`src/rtl/vga_timing_gen.sv`:
```
// vga_timing_gen: raster counter with registered coordinate and sync/visible decode.
// Flags are decoded from the next counter value so they line up with x/y in the same cycle.
module vga_timing_gen #(
    parameter int unsigned H_VISIBLE = 640,
    parameter int unsigned H_FRONT   = 16,
    parameter int unsigned H_SYNC    = 96,
    parameter int unsigned H_BACK    = 48,
    parameter int unsigned V_VISIBLE = 480,
    parameter int unsigned V_FRONT   = 10,
    parameter int unsigned V_SYNC    = 2,
    parameter int unsigned V_BACK    = 33,
    parameter bit          H_POL     = 1'b0,
    parameter bit          V_POL     = 1'b0
) (
    input  logic       clk,
    input  logic       rst,
    input  logic       en,
    output logic [9:0] x,
    output logic [9:0] y,
    output logic       h_sync,
    output logic       v_sync,
    output logic       frame_active,
    output logic       line_end,
    output logic       frame_end
);

    localparam int unsigned CW      = 10;
    localparam int unsigned EW      = CW + 1;
    localparam int unsigned H_TOTAL = H_VISIBLE + H_FRONT + H_SYNC + H_BACK;
    localparam int unsigned V_TOTAL = V_VISIBLE + V_FRONT + V_SYNC + V_BACK;

    // Last counter values before wrap.
    localparam logic [CW-1:0] H_LAST = CW'(H_TOTAL - 1);
    localparam logic [CW-1:0] V_LAST = CW'(V_TOTAL - 1);

    // Decode boundaries are one bit wider so an end value of 1024 stays representable.
    localparam logic [EW-1:0] H_VIS_END  = EW'(H_VISIBLE);
    localparam logic [EW-1:0] H_SYNC_BEG = EW'(H_VISIBLE + H_FRONT);
    localparam logic [EW-1:0] H_SYNC_END = EW'(H_VISIBLE + H_FRONT + H_SYNC);
    localparam logic [EW-1:0] V_VIS_END  = EW'(V_VISIBLE);
    localparam logic [EW-1:0] V_SYNC_BEG = EW'(V_VISIBLE + V_FRONT);
    localparam logic [EW-1:0] V_SYNC_END = EW'(V_VISIBLE + V_FRONT + V_SYNC);

    logic [CW-1:0] x_q, x_d;
    logic [CW-1:0] y_q, y_d;
    logic          h_sync_q, h_sync_d;
    logic          v_sync_q, v_sync_d;
    logic          frame_active_q, frame_active_d;
    logic          line_end_q, line_end_d;
    logic          frame_end_q, frame_end_d;

    logic [EW-1:0] x_ext;
    logic [EW-1:0] y_ext;
    logic          h_act;
    logic          v_act;

    // Next position and the flags that belong to it; everything holds while en is low.
    always_comb begin
        x_d            = x_q;
        y_d            = y_q;
        h_sync_d       = h_sync_q;
        v_sync_d       = v_sync_q;
        frame_active_d = frame_active_q;
        line_end_d     = line_end_q;
        frame_end_d    = frame_end_q;
        x_ext          = '0;
        y_ext          = '0;
        h_act          = 1'b0;
        v_act          = 1'b0;

        if (en) begin
            if (x_q == H_LAST) begin
                x_d = '0;
                if (y_q == V_LAST) begin
                    y_d = '0;
                end else begin
                    y_d = y_q + CW'(1);
                end
            end else begin
                x_d = x_q + CW'(1);
            end

            x_ext          = {1'b0, x_d};
            y_ext          = {1'b0, y_d};
            h_act          = (x_ext >= H_SYNC_BEG) && (x_ext < H_SYNC_END);
            v_act          = (y_ext >= V_SYNC_BEG) && (y_ext < V_SYNC_END);
            frame_active_d = (x_ext < H_VIS_END) && (y_ext < V_VIS_END);
            h_sync_d       = h_act ? H_POL : ~H_POL;
            v_sync_d       = v_act ? V_POL : ~V_POL;
            line_end_d     = (x_d == H_LAST);
            frame_end_d    = (x_d == H_LAST) && (y_d == V_LAST);
        end
    end

    // State register with synchronous reset to the top-left pixel.
    always_ff @(posedge clk) begin
        if (rst) begin
            x_q            <= '0;
            y_q            <= '0;
            h_sync_q       <= ~H_POL;
            v_sync_q       <= ~V_POL;
            frame_active_q <= 1'b1;
            line_end_q     <= 1'b0;
            frame_end_q    <= 1'b0;
        end else begin
            x_q            <= x_d;
            y_q            <= y_d;
            h_sync_q       <= h_sync_d;
            v_sync_q       <= v_sync_d;
            frame_active_q <= frame_active_d;
            line_end_q     <= line_end_d;
            frame_end_q    <= frame_end_d;
        end
    end

    assign x            = x_q;
    assign y            = y_q;
    assign h_sync       = h_sync_q;
    assign v_sync       = v_sync_q;
    assign frame_active = frame_active_q;
    assign line_end     = line_end_q;
    assign frame_end    = frame_end_q;

endmodule
```
`config.mk`:
```
export PLATFORM = sky130hd
export DESIGN_NAME = vga_timing_gen
export DESIGN_NICKNAME = d
export VERILOG_FILES = /design/src/rtl/vga_timing_gen.sv
export SDC_FILE = /design/constraint.sdc
export NUM_CORES = 1
export LEC_CHECK = 0
export CORE_UTILIZATION = 37
export CTS_CLUSTER_SIZE = 28
export DETAILED_ROUTE_END_ITERATION = 16
export PLACE_DENSITY = 0.71
export SLEW_MARGIN = 40
export SYNTH_ARGS = -nofsm -noshare
export SYNTH_HDL_FRONTEND = slang
export SYNTH_SLANG_ARGS = --single-unit
```
`constraint.sdc`:
```
create_clock -name clk -period 5.3 [get_ports clk]
set_input_delay 0.53 -clock clk [delete_from_list [all_inputs] [get_ports clk]]
set_output_delay 0.53 -clock clk [all_outputs]
set_load 0.01 [all_outputs]
```
==> metrics <==
Post-synth ARST share 0%; Crit Path Class flop to flop; initial antenna violation count 0; status finished, final reports clean; Nets between 200 and 300; CTS tree built; Die Height 70.59 um; P_leak 0.6794 nW; full die area ~0.005 sq mm; clock sink total 25; Hold Crit Class flop to flop; GPL Wtd Cong 0.8589; Initial Util 39.16%; Die X between 70 and 80 um; per-cell routed wire length roughly 14 um; register bit total from synthesis 25; Post-Syn Area per Cell 7.375 sq um; number of remaining DRC errors 0; Worst setup SP type flop; post-route ant nets 0; Final Skew 0.007859 ns; worst slew pin tran ~0.72 ns; input/output buffers 27; Worst EP required roughly 5.4 ns; total CTS buffers 3; total I/O pin count 28; VDD IR max 0.1512 mV; via count between 1500 and 2000; TritonRoute pass-1 iters 4; Arr. time, crit path between 2 and 3 ns; register area share after synthesis around 29%; Starting DRT DRC Count between 200 and 250; commonest non-fill, non-tap cell in the layout nor2_1; PostCTS Resize Cnt 0; first-pass GRT wire length ~6.9 mm; Cell Rows 24; number of synthesis warnings 0; setup bufs post-CTS 0; Final setup viols 0; vias in the first global route 1431; share of cells above drive strength 1 ~4.4%; clock slew at reported path FFs 0.10 ns; Power Density around 170 mW/mm^2; Final WS setup approximately 2.6 ns; Area Growth Syn to Fin 17.40%; Netlist Area Pre-Place between 0.0015 and 0.002 sq mm; antenna cells 0; RSZ-0062 raised after global routing false; overall power 338.5 uW; Post-Synthesis Cells between 200 and 250; Max Root-Sink Buffers 2; total wire length ~4.3 mm; H-tree lvl count 1; Hold-fix buffers, CTS 0; Post-synth EDFFs 0; most frequent cells in the layout nor2_1, clkdlybuf4s50_1, dfxtp_1, nand2_1, a21oi_1; top_reg_cell synth dfxtp_1; filler cell count ~460; Place WS ~2.6 ns; setup TNS 0 ns; Max FO, Critical Path 17; DP HPWL 2.971 mm; Avg Vias per Cell around 5.7; Synth cell types 47; Period minus WS final between 2 and 3 ns; count of final hold-check violations 0; FMAX approximately 0.36 GHz; Congestion Overflow GR 0; critical path endpoint category flop; syn nets roughly 240; clk root buf clkbuf_8; final worst-path cycle share approximately half; gr usage total ~17%; relative max-transition margin about half; final count of pins violating max slew 0; pin count of the biggest net entering global routing 27; Max Cap Viol 0; Core ar. approximately 0.0044 sq mm; latest clock arrival within the worst-skew pair 0.27 ns
==> cells in the mapped netlist, drive strengths merged, types with 2 or more instances <==
library cell / number / area, sq um
and2: 2 / 12.51
nor3: 9 / 50.05
xor2: 7 / 61.31
a311oi: 2 / 17.52
a211oi: 6 / 50.05
o21ai: 12 / 60.06
or4: 4 / 30.03
and3: 3 / 18.77
a221oi: 2 / 17.52
inv: 10 / 37.54
nor4: 2 / 12.51
dfxtp: 25 / 500.5
or3: 4 / 25.02
nand4: 12 / 75.07
buf: 7 / 36.28
ha: 4 / 50.05
xnor2: 10 / 87.58
nor2: 29 / 108.9
a21oi: 15 / 75.07
nand3b: 2 / 15.01
nand2: 21 / 78.83
a31oi: 5 / 31.28
clkbuf: 11 / 42.54
nand3: 12 / 72.57
and4: 5 / 43.79
==> final timing paths <==
kind	start	endpoint	slack [ns]	cells past startpoint
max	x[0]$_SDFFE_PP0P_	v_sync$_SDFFE_PP1P_	2.55	7
min	frame_end$_SDFFE_PP0P_	frame_end$_SDFFE_PP0P_	0.47	2
max reg2reg	x[0]$_SDFFE_PP0P_	v_sync$_SDFFE_PP1P_	2.55	7
min reg2reg	frame_end$_SDFFE_PP0P_	frame_end$_SDFFE_PP0P_	0.47	2
==> stage by stage <==
| step | hold WS [ns] | area, sq um | cells | util, % |
|---|---|---|---|---|
| after floorplan | 0.4697 | 1740 | 236 | - |
| after global placement | 0.4395 | 1997 | 297 | 44.93 |
| after detailed placement | 0.4536 | 1992 | 297 | 44.82 |
| after CTS | 0.4678 | 2037 | 301 | 45.83 |
| after global routing | 0.4875 | 2043 | 301 | 45.97 |
| final | 0.4662 | 2043 | 301 | 45.97 |
==> cells by family after synthesis <==
logic type / count (synthesis) / synth area share (%)
AOI/OAI and AO/OA: 49 / 17.90
xor gates and xnor gates: 17 / 8.555
buffers and inverters: 29 / 6.901
and+or+nand+nor: 111 / 34.44
DFF: 25 / 28.76
muxes: 1 / 0.5751
adders and majority gates: 4 / 2.876
==> state kept, by name (all words and copies together), names as in the netlist <==
name / flops
v_sync: 1
frame_end: 1
frame_active: 1
line_end: 1
y: 10
h_sync: 1
x: 10
==> per-layer routing <==
layer / up-vias / share of wire, % / track usage (%) / wire (um)
li1: 874 / - / - / -
met1: 808 / 50 / 25.33 / 2150
met2: 37 / 46 / 26.65 / 1948
met3: 2 / 3.2 / 2.279 / 138
met4: 0 / 0.70 / 2.667 / 30
met5: - / 0 / 0 / 0
==> critical path, cell delays in order, from the launching register on <==
cell and delay (ns):
dfxtp_1 0.46, ha_1 0.33, and4_1 0.43, nand3_4 0.24
or3_1 0.40, and2_1 0.16, nor4_1 0.45, a31oi_1 0.14
==> cell type report <==
type                       count  area [sq um]  area share, %
inverter                      11         41.29          2.021
tap                           52         65.06          3.184
sequential                    25         500.5          24.49
timing repair buffer          27         265.3          12.98
clock buffer                   4         45.04          2.205
multi-input combinational    182          1126          55.11
==> power breakdown <==
group          internal [mW]  switching (mW)  leakage (nW)
Clock                 0.0538          0.0648        0.0228
Combinational         0.0108          0.0139         0.454
Sequential             0.191         0.00471         0.203
No activity file was read; power rests on OpenSTA's default activity.
